File: src/rtl/serial_adder.sv
// Bit-serial WIDTH-bit adder built from two half_adder cells, an OR gate and a carry flop.
// Optional carry-in port enabled by defining SERIAL_ADDER_CIN_EN.

module half_adder (
    input  logic a,
    input  logic b,
    output logic sum,
    output logic carry
);
    assign sum   = a ^ b;
    assign carry = a & b;
endmodule

// Handshake: start is a request that is accepted only while idle (busy=0, done=0);
// the result is valid for exactly the one cycle in which done=1, and is held afterwards.
module serial_adder #(
    parameter int WIDTH = 8
) (
    input  logic             clk,
    input  logic             rst,
    input  logic             start,
    input  logic [WIDTH-1:0] A,
    input  logic [WIDTH-1:0] B,
`ifdef SERIAL_ADDER_CIN_EN
    input  logic             Cin,
`endif
    output logic             busy,
    output logic             done,
    output logic [WIDTH-1:0] Sum,
    output logic             Carry,
    output logic [1:0]       fsm_state
);
    localparam int CW = $clog2(WIDTH);

    typedef enum logic [1:0] {
        IDLE  = 2'd0,
        SHIFT = 2'd1,
        DONE  = 2'd2
    } state_t;

    state_t           state;
    state_t           state_next;
    logic [WIDTH-1:0] a_q;
    logic [WIDTH-1:0] b_q;
    logic [WIDTH-1:0] res_q;
    logic [WIDTH-1:0] res_next;
    logic             c_q;
    logic [CW-1:0]    cnt;
    logic             last_bit;
    logic             cin_init;

    logic             p_sum;
    logic             p_carry;
    logic             s_bit;
    logic             s_carry;
    logic             cnext;

`ifdef SERIAL_ADDER_CIN_EN
    assign cin_init = Cin;
`else
    assign cin_init = 1'b0;
`endif

    // Full-adder slice: two half adders with their carries ORed.
    half_adder u_ha0 (.a(a_q[0]), .b(b_q[0]), .sum(p_sum), .carry(p_carry));
    half_adder u_ha1 (.a(p_sum),  .b(c_q),    .sum(s_bit), .carry(s_carry));
    assign cnext = p_carry | s_carry;

    assign res_next = {s_bit, res_q[WIDTH-1:1]};
    assign last_bit = (cnt == CW'(WIDTH - 1));

    always_ff @(posedge clk) begin
        if (rst) begin
            state <= IDLE;
        end else begin
            state <= state_next;
        end
    end

    always_comb begin
        state_next = state;
        case (state)
            IDLE:    if (start) state_next = SHIFT;
            SHIFT:   if (last_bit) state_next = DONE;
            DONE:    state_next = IDLE;
            default: state_next = IDLE;
        endcase
    end

    always_ff @(posedge clk) begin
        if (rst) begin
            a_q   <= '0;
            b_q   <= '0;
            res_q <= '0;
            c_q   <= 1'b0;
            cnt   <= '0;
            Sum   <= '0;
            Carry <= 1'b0;
        end else begin
            case (state)
                IDLE: begin
                    if (start) begin
                        a_q <= A;
                        b_q <= B;
                        c_q <= cin_init;
                        cnt <= '0;
                    end
                end
                SHIFT: begin
                    a_q   <= a_q >> 1;
                    b_q   <= b_q >> 1;
                    res_q <= res_next;
                    c_q   <= cnext;
                    cnt   <= cnt + 1'b1;
                    // The last bit's sum and carry are taken straight from the slice.
                    if (last_bit) begin
                        Sum   <= res_next;
                        Carry <= cnext;
                    end
                end
                default: ;
            endcase
        end
    end

    assign busy      = (state == SHIFT);
    assign done      = (state == DONE);
    assign fsm_state = state;

endmodule

File: config.mk
export PLATFORM = sky130hd
export DESIGN_NAME = serial_adder
export DESIGN_NICKNAME = d
export VERILOG_FILES = /design/src/rtl/serial_adder.sv
export SDC_FILE = /design/constraint.sdc
export NUM_CORES = 1
export LEC_CHECK = 0
export ABC_AREA = 1
export CAP_MARGIN = 0
export CORE_MARGIN = 2
export CORE_UTILIZATION = 51
export CTS_CLUSTER_SIZE = 40
export DETAILED_ROUTE_END_ITERATION = 10
export HOLD_SLACK_MARGIN = 0.08
export PLACE_DENSITY = 0.88
export SYNTH_ARGS = -nofsm -noshare
export SYNTH_HDL_FRONTEND = slang
export SYNTH_HIERARCHICAL = 1
export SYNTH_SLANG_ARGS = --single-unit
File: constraint.sdc
create_clock -name clk -period 1.4 [get_ports clk]
set_input_delay 0.42 -clock clk [delete_from_list [all_inputs] [get_ports clk]]
set_output_delay 0.42 -clock clk [all_outputs]
set_load 0.02 [all_outputs]
Word-level counts from Yosys, hierarchy flattened
Cells that the tools add are included.
Widths: inputs -> output; s select.
Storage, ports and cells
  register bits after elaboration: 39
  input bits: 19
  output and inout port bits: 13
  logic and storage cells: 35
Cells by class
  $add $sub $neg: 1
  eq/ne operators: 5
  multiplexer cells: 11
  bitwise gates (word level): 5
  reduce and logical (&&, ||, !) cells: 5
Operators by type and width (number)
  $pmux 8 s2: 2
  $mux 8: 2
  $pmux 3 s2: 1
  $reduce_and 2->1: 3
  $mux 2: 2
  $pmux 2 s2: 1
  $add 3x1->3 const B: 1
  $eq 3x3->1 const B: 1
  $mux 3: 1
  $and 1x1->1: 2
  $eq 2x1->1 const B: 1
  $eq 2x2->1 const B: 1
  $logic_not 2->1: 1
  $ne 2x1->1 const B: 1
  $ne 2x2->1 const B: 1
  $pmux 1 s2: 1
  $reduce_bool 2->1: 1
  $xor 1x1->1: 2
  $mux 1: 1
  $or 1x1->1: 1

Depth between registers and ports, before layout
  depth after elaboration: 4
  gate-level depth with buffers: 8
  mapped depth without buffers: 7

Modules after synthesis
Netlist, hierarchy kept.
Modules (own cells, without submodules)
  serial_adder: instances 1, cells an instance 263, area each 1735.4 µm², seq. area each 760.7 µm²
  half_adder: instances 2, cells an instance 1, area each 12.5 µm², seq. area each 0.0 µm²

Worst setup path after synthesis
Ideal clock, no wire load.
  kind: register to output
  start point: register state[1] (netlist: fsm_state[1])
  end point: output done
  arrival: 1129 ps
  required time: 980 ps
  path slack: -149 ps
  stages on the path, launching flop included: 4
  path buffers: 1
  path through: dfxtp_1 -> inv_2 -> buf_2 -> nor2_1
On the way
  longest elaborated chain between the ends: 1
Ends and longest elaborated chain
  start: declaration: RTL line 41  | state_t state;
  start signal: assignment: RTL line 76  | state <= state_next;
  $eq 2x2->1: RTL line 127  | assign done = (state == DONE);
  end: declaration: RTL line 28  | output logic done,
Every way passes these cells.

Final worst setup path
  start point: register state[0] (netlist: fsm_state[0])
  end point: output busy
On the way
  longest elaborated chain between the ends: 1
Ends and longest elaborated chain
  $eq 2x1->1: RTL line 126  | assign busy = (state == SHIFT);
  end: declaration: RTL line 27  | output logic busy,
Every way passes these cells.

==> impl_results.md <==
* Hold crit path type: flip-flop to flip-flop
* LEAKAGE at 0.00114 µW
* # setup viols final at 2
* Routed Wire Length at approximately 3.7 mm
* Number of global-route vias before repair at between 1500 and 2000
* Yosys synthesis warning count at 6
* Final Max Slew Viols at 0
* Area delta synth->final at 26.7%
* Largest family of logic cells by synthesized area: simple AND/OR/NAND/NOR gates
* Sequential-to-total area share from yosys stat at a little over two fifths
* Placed Area at 0.00218 mm²
* Async SR Flop Fraction at 0%
* Global placement routability congestion at between 0.7 and 0.8
* Worst setup margin at -0.0412 ns
* CTS HTree Levels at 2
* Clk slew on worst S/H paths at 0.11 ns
* Crit path launch type: flip-flop
* Critical Path AT at 1.02 ns
* Number of max-cap violations at 0
* Ratio of cells with drive above 1 in the final layout at about 16%
* Num CTS Buffers at 5
* PortBufs at 31
* Simple-gate area share of the yosys netlist at 38.0%
* First-pass GRT wire length at between 6 and 7 mm
* XOR/XNOR share of the synthesized area at 0%
* Compound-gate portion of the synthesized area at ~5%
* DIE WIDTH at 62.8 µm
* Clk buf depth at 2
* Vias post-DR at approximately 1600
* Flop-to-flop setup slack at 0.04 ns
* Fill cell count at 303
* Post-route clock period utilization at 103%
* Hold buffers post-CTS at 0
* Drt first pass iters at 4
* Main flop type after synthesis: dfxtp_1
* Diodes inserted at 0
* Hold Slack at around 0.47 ns
* Tmin final at approximately 1.4 ns
* CTS tree: done
* Post-route insts no fill at around 350
* Final Total Pwr at 2250 µW
* Critical path class: flip-flop to primary output
* Failing checks: negative setup slack
* Crit path capture type: primary output
* Die Y at ~63 µm
* Full die area at between 0.003 and 0.004 mm²
* Largest net degree at the start of global routing at 22
* Clock root buffer: clkbuf_4
* CP Max Fanout at 5
* HPWL Detailed at between 2 and 3 mm
* VDD IR max at slightly below 0.8 mV
* GRT Total Usage at 21.1%
* Worst Skew at roughly 0.01 ns
* Initial Util at ~53%
* Setup TNS at -0.0796 ns
* Design Area, Final at roughly 0.0022 mm²
* Grt ovf at 0
* Top Ports at 32
* Nets at 329
* Row cnt at 21
* Post-synthesis adder-cell area fraction at roughly 2.8%
* Placed insts at 345
* Hold violation count in the final report at 0
* Worst skew pair latency at between 0.3 and 0.4 ns
* Routed WL per cell at between 10 and 15 µm
* Synthesized flop and latch total at 38
* Synth cell types at 15
* Post-synthesis mux area share at 0%
* Slew headroom at a little under nine tenths
* Final ANT Viol Nets at 0
* Fmax at a little under 0.7 GHz
* Critical-path cell list: inv_2 -> nor2_4 -> buf_6
* Netlist Area Pre-Place at between 0.0015 and 0.002 mm²
* Via density per instance at ~4.6
* Synth Net Count at 288
* Status: finished, violations left
* Critical Path RT at approximately 0.98 ns
* RSZ-0062 raised after global routing: true
* Critical-path top delay cell: dfxtp_4
* Residual DRC at 0
* EDFF count, synth at 0
* Syn_area_per_cell at roughly 6.6 µm²
* Slew @ Worst Pin at around 0.22 ns
* Antenna violations before repair at 0
* CORE AREA at ~0.0033 mm²
* DRT iter0 DRCs at between 60 and 70
* CP max stage delay at between 0.4 and 0.5 ns
* Cell count after synthesis at approximately 270
* Pwr Density at slightly above 1000 mW/mm²
* Clk sink count at 38
==> power by group <==
group          leakage [µW]  internal (µW)  switching, µW
clock             0.0000446            343            351
sequential         0.000313           1140           39.0
combinational      0.000781            176            200
total               0.00114           1660            590
==> cell type report <==
type	instances	area [µm²]	share of cell area, %
Timing Repair Buffer	48	404	18.1
Clock buffer	8	78.8	3.53
Inverter	27	101	4.54
Multi-Input combinational cell	186	821	36.8
Tap cell	46	57.6	2.58
Sequential cell	38	768	34.4
==> registers in the layout, indices dropped and copies added, names as in the netlist <==
name       flops
Carry          1
Sum            8
a_q            8
b_q            8
c_q            1
cnt            3
fsm_state      2
res_q          7
==> metal layers <==
metal	routed length, µm	track usage (%)	part of all wire [%]	up-vias
met5	0	0	0	-
met4	57	8.61	1.5	0
met3	102	5.05	2.8	6
met2	1870	37.6	50	19
met1	1680	24.0	45	728
li1	-	-	-	881
==> through the flow <==
stage / util, % / setup WS, ns
after CTS: 68.3 / -0.0402
after detailed placement: 65.3 / -0.194
after global placement: 65.3 / -0.162
after global routing: 66.9 / -0.0906
final: 66.9 / -0.0412
after floorplan: - / 0.0253
==> cells by family (layout without fill, tap and decap cells) <==
logic type                 Yosys count  in the layout
AOI/OAI and AO/OA                   15             15
and+or+nand+nor                    167            167
adders and majority gates            4              4
DFF                                 38             38
buffers and inverters               41             83
==> placed cells by master, fill, tap and decap left out <==
cell,Yosys,routed
nand2_1,81,81
nor2_1,60,58
dfxtp_1,38,36
inv_1,25,25
nand3_1,22,22
clkdlybuf4s50_1,0,18
buf_4,4,16
buf_2,8,10
o21ai_0,8,8
a21oi_1,6,6
clkbuf_4,0,5
ha_1,4,4
clkbuf_8,0,3
buf_6,2,3
inv_2,2,2
nor2_4,1,2
nand2_2,3,2
dfxtp_4,0,2
o21ai_4,1,1
nand2_4,0,1
nor2_2,0,1
buf_12,0,1
==> timing repair <==
item,4_1_cts,5_1_grt
endpoints found under the setup margin,13,25
pin swaps,0,1
setup buffers,0,0
gates resized for setup,53,11
==> worst paths after layout <==
kind                                   start        to  depth (start not counted)
worst max-delay path            fsm_state[0]      busy                          3
worst min-delay path                  Sum[6]    Sum[6]                          2
worst max register to register  fsm_state[1]  res_q[1]                          6
worst min register to register        Sum[6]    Sum[6]                          2
==> cell usage after synthesis, types with 2 or more instances <==
| library cell | count | share of area, % |
|---|---|---|
| nor2_1 | 60 | 13 |
| nand2_1 | 81 | 17 |
| o21ai_0 | 8 | 2.3 |
| ha_1 | 4 | 2.8 |
| buf_2 | 8 | 2.3 |
| a21oi_1 | 6 | 1.7 |
| nand2_2 | 3 | 1.1 |
| buf_6 | 2 | 1.3 |
| inv_2 | 2 | 0.43 |
| dfxtp_1 | 38 | 43 |
| inv_1 | 25 | 5.3 |
| buf_4 | 4 | 1.7 |
| nand3_1 | 22 | 6.3 |
==> worst max-delay path, delay by kind of cell, from the launching register on <==
family / cells / cell delay, ns
buffers and inverters: 2 / 0.17
DFF: 1 / 0.41
and+or+nand+nor: 1 / 0.10
Power figures use the tool's default switching activity.
==> RTL edit 1, RTL diff (same settings) <==
Add an input register stage for `start`, `A` and `B`, with the module's reset; this delays them by one clock.
--- a/src/rtl/serial_adder.sv
+++ b/src/rtl/serial_adder.sv
@@ -38,4 +38,20 @@
         DONE  = 2'd2
     } state_t;
+
+    logic start_q;
+    logic [WIDTH-1:0] A_q;
+    logic [WIDTH-1:0] B_q;
+
+    always_ff @(posedge clk) begin
+        if (rst) begin
+            start_q <= '0;
+            A_q     <= '0;
+            B_q     <= '0;
+        end else begin
+            start_q <= start;
+            A_q     <= A;
+            B_q     <= B;
+        end
+    end
 
     state_t           state;
@@ -81,5 +97,5 @@
         state_next = state;
         case (state)
-            IDLE:    if (start) state_next = SHIFT;
+            IDLE:    if (start_q) state_next = SHIFT;
             SHIFT:   if (last_bit) state_next = DONE;
             DONE:    state_next = IDLE;
@@ -100,7 +116,7 @@
             case (state)
                 IDLE: begin
-                    if (start) begin
-                        a_q <= A;
-                        b_q <= B;
+                    if (start_q) begin
+                        a_q <= A_q;
+                        b_q <= B_q;
                         c_q <= cin_init;
                         cnt <= '0;
Behaviour: not the same (Yosys sat finds a counterexample within 4 cycles, from zero or initial values and one cycle with rst high).
==> RTL edit 1 against the original RTL <==
Sequential cell count grew 17; total power grew 31%; combinational power is 1% higher; worst setup slack improved by 68 ps; area after synthesis increased by 24%; synthesized cell count grew 14%; wire length up 1.2%; cell area is 20% higher; largest cell class is now sequential cells.
==> RTL edit 1: results <==
[status]
status = "finished clean"

[drt]
routed_wirelength_mm = 3.75
num_vias = 1796
wl_per_cell_um = 9.52
drt_iter0_markers = 79

[synthesis]
synth_area_leaders = "dfxtp_1 50%, nor2_1 15%, nand2_1 13%, inv_1 6.0%, o21ai_0 3.0%"
ys_top_cells_by_count = "89 x nor2_1, 75 x nand2_1, 55 x dfxtp_1, 35 x inv_1, 13 x o21ai_0"
yosysSeqAreaShare = 0.505
synth_nets = 326
synth_cell_type_count = 20
syn_inst = 303

[placement]
dpl.hpwl_mm = 2.56
place_ws_ps = -160
numPlacedInstances = 385
place_area_sq_mm = 0.00261
place.gp.congestion = 0.724

[global_routing]
grtUsageTotal = 0.162
grt_max_degree = 37
grt_pass1_wl_mm = 6.44

[setup_path]
reg2reg_to = "Carry$_SDFFE_PP0P_"
slowest_delay_ps = 360
worstReg2RegStart = "a_q[0]$_SDFFE_PP0P_"
crit_fanout = 3
reg2regPathDepth = 5
cp_slowest_cell = "dfxtp_2"
arrival_ps = 950
ff2ff_setup_slack_ps = 70

[power_and_ir_drop]
p_leak_uw = 0.00128

[finish]
n_fill_cell = 319
drive_above_1_share = 0.154
design_area_sq_mm = 0.00267
nets = 366

[hold_path]
hp-start = "res_q[3]$_SDFFE_PP0N_"
worstHoldEndpoint = "Sum[2]$_SDFFE_PP0P_"

[cts]
clk_latency_ps = 310
clkSlewWorstSetupHoldPaths_ps = 90
cts_resized = 36
cts-root-buf = "clkbuf_8"

[sta]
fin_skew_ps = 9.69
tightest_slew_ps = 254
whs_ps = 468
RTL edit 1: cell count changes in the layout (fill, tap and decap cells not counted), moves of 5 or more:
cell / unedited run / this run
buf_2: 10 / 2
clkbuf_2: 0 / 9
clkbuf_4: 5 / 0
dfxtp_1: 36 / 51
inv_1: 25 / 35
nand2_1: 81 / 74
nand3_1: 22 / 3
nor2_1: 58 / 89
o21ai_0: 8 / 13
RTL edit 1: per-layer routing:
layer	GRT usage	part of all wire
met4	0.0784	0.020
met1	0.187	0.45
met3	0.0305	0.039
met2	0.286	0.49
met5	0	0
RTL edit 1: power by group through the flow:
stage	clock network, uW	logic (uW)	registers (uW)
after floorplan	0	255	1710
after global placement	0	366	1710
after detailed placement	0	377	1720
after CTS	898	377	1680
after global routing	949	436	1690
final	891	381	1680
RTL edit 1: final cells by class:
type | instances | area share
sequential | 55 | 0.414
multi-input combinational | 198 | 0.322
timing repair buffer | 46 | 0.153
inverter | 37 | 0.0530
clock buffer | 5 | 0.0258
tap | 50 | 0.0234
clock inverter | 3 | 0.00843
RTL edit 1: worst max-delay path by stage:
stage / startpoint / endpoint / slack (ps) / cells past startpoint
after floorplan: fsm_state[1]$_SDFFE_PP0P_ / busy / 10 / 4
after detailed placement: fsm_state[0]$_SDFFE_PP0P_ / busy / -160 / 3
after CTS: Sum[2]$_SDFFE_PP0P_ / Sum[2] / 5 / 1
final: fsm_state[1]$_SDFFE_PP0P_ / done / 30 / 3
after global routing: fsm_state[1]$_SDFFE_PP0P_ / done / -30 / 3
after global placement: fsm_state[0]$_SDFFE_PP0P_ / busy / -120 / 3
RTL edit 1: cell families after synthesis:
logic type	synth area share
AND/OR/NAND/NOR	0.312
buffers and inverters	0.104
adder cells (fa/ha/maj)	0.0229
flip-flops	0.505
AO/OA/AOI/OAI	0.0557
==> RTL edit 2, RTL diff (same settings) <==
Made on the original files. Build with the macro `SERIAL_ADDER_CIN_EN` defined.
--- a/src/rtl/serial_adder.sv
+++ b/src/rtl/serial_adder.sv
@@ -1,4 +1,6 @@
 // Bit-serial WIDTH-bit adder built from two half_adder cells, an OR gate and a carry flop.
 // Optional carry-in port enabled by defining SERIAL_ADDER_CIN_EN.
+
+`define SERIAL_ADDER_CIN_EN
 
 module half_adder (
Interface: changed (added Cin); port bits go from 32 to 33. No check against the original RTL was run, so the function may have changed too.
==> RTL edit 2 against the original RTL <==
Wire length down 1.0%; synthesized cell count down 8.7%; worst setup slack worse by 7.1 ps; area after synthesis down 4.8%; sequential share of layout area up 0.35 points; largest cell class is now sequential cells; cell area down 0.67%; fmax down 0.49%; sequential cell count unchanged; critical path type unchanged; the run still ends with setup timing left; total power up 13%.
==> RTL edit 2: results <==
[finish]
nets = 312

[synthesis]
synth_cell_type_count = 19
synth_nets = 266
yosysSeqAreaShare = 0.454
syn_inst = 242
ys_top_cells_by_count = "67 x nand2_1, 56 x nor2_1, 38 x dfxtp_1, 22 x inv_1, 19 x o21ai_0"

[drt]
drt_iter0_markers = 58
routed_wirelength_mm = 3.67

[placement]
numPlacedInstances = 322
place.gp.congestion = 0.822
dpl.hpwl_mm = 2.45
port_buffers = 32
place_area_sq_mm = 0.00210

[sta]
relSlewSlack = 0.822
max_freq_mhz = 690
setup_violations = 3
fin_ws_ps = -48.3
totalNegativeSetupSlack_ps = -129
whs_ps = 477
fin_skew_ps = 14.0

[global_routing]
grt_max_degree = 21
grt_pass1_vias = 1346

[cts]
clk_latency_ps = 360

[setup_path]
reg2regPathDepth = 8
ff2ff_setup_slack_ps = -40
slowest_delay_ps = 390
endpoint = "done"
crit_fanout = 3
reg2reg_to = "c_q$_SDFFE_PP0P_"

[power_and_ir_drop]
p_sw_frac = 0.241
p_leak_uw = 0.00108

[status]
failed_checks = "setup timing"
status = "finished, violations left"

[hold_path]
hp-start = "res_q[7]$_SDFFE_PP0P_"
[RTL edit 2: cell count changes after synthesis, sizes merged]
cell / unedited run / this run
a21oi: 6 / 8
buf: 14 / 10
clkbuf: 0 / 1
inv: 27 / 24
nand2: 84 / 69
nand3: 22 / 4
nor2: 61 / 58
o21ai: 9 / 26
[RTL edit 2: cells by family after synthesis]
| group | after synthesis | synth area share |
|---|---|---|
| AOI/OAI and AO/OA | 34 | 0.104 |
| and+or+nand+nor | 131 | 0.311 |
| DFF | 38 | 0.454 |
| buffers and inverters | 35 | 0.101 |
| adders and majority gates | 4 | 0.0299 |
[RTL edit 2: cell type report]
class | instances | area [sq um]
fill | 256 | 862
sequential | 38 | 771
multi-input combinational | 169 | 753
timing repair buffer | 50 | 435
inverter | 24 | 90.1
clock inverter | 2 | 60.1
tap | 44 | 55.1
clock buffer | 6 | 51.3
[RTL edit 2: what timing repair did]
item,CTS,global route
resized for setup,60,10
buffers inserted,0,3
pin swaps,0,1
hold buffers,0,0
endpoints found under the setup margin,13,16
hold endpoints to repair,0,0
[RTL edit 2: per-layer routing]
layer,vias up,track usage,share of wire
li1,828,-,-
met1,686,0.288,0.48
met2,30,0.312,0.45
met3,5,0.0693,0.052
met4,0,0.0932,0.018
met5,-,0,0
[RTL edit 2: power by group through the flow]
stage	sequential (uW)	combinational (uW)	clock (uW)
2_1_floorplan	1200	244	0
3_3_place_gp	1200	369	0
3_5_place_dp	1200	380	0
4_1_cts	1180	386	980
5_1_grt	1180	455	1040
6_report	1180	404	974
[RTL edit 2: stage by stage]
step / total power [uW] / setup slack (ps)
after floorplan: 1440 / 50.3
after global placement: 1570 / -197
final: 2550 / -48.3
after CTS: 2540 / -58.2
after detailed placement: 1580 / -241
after global routing: 2680 / -111
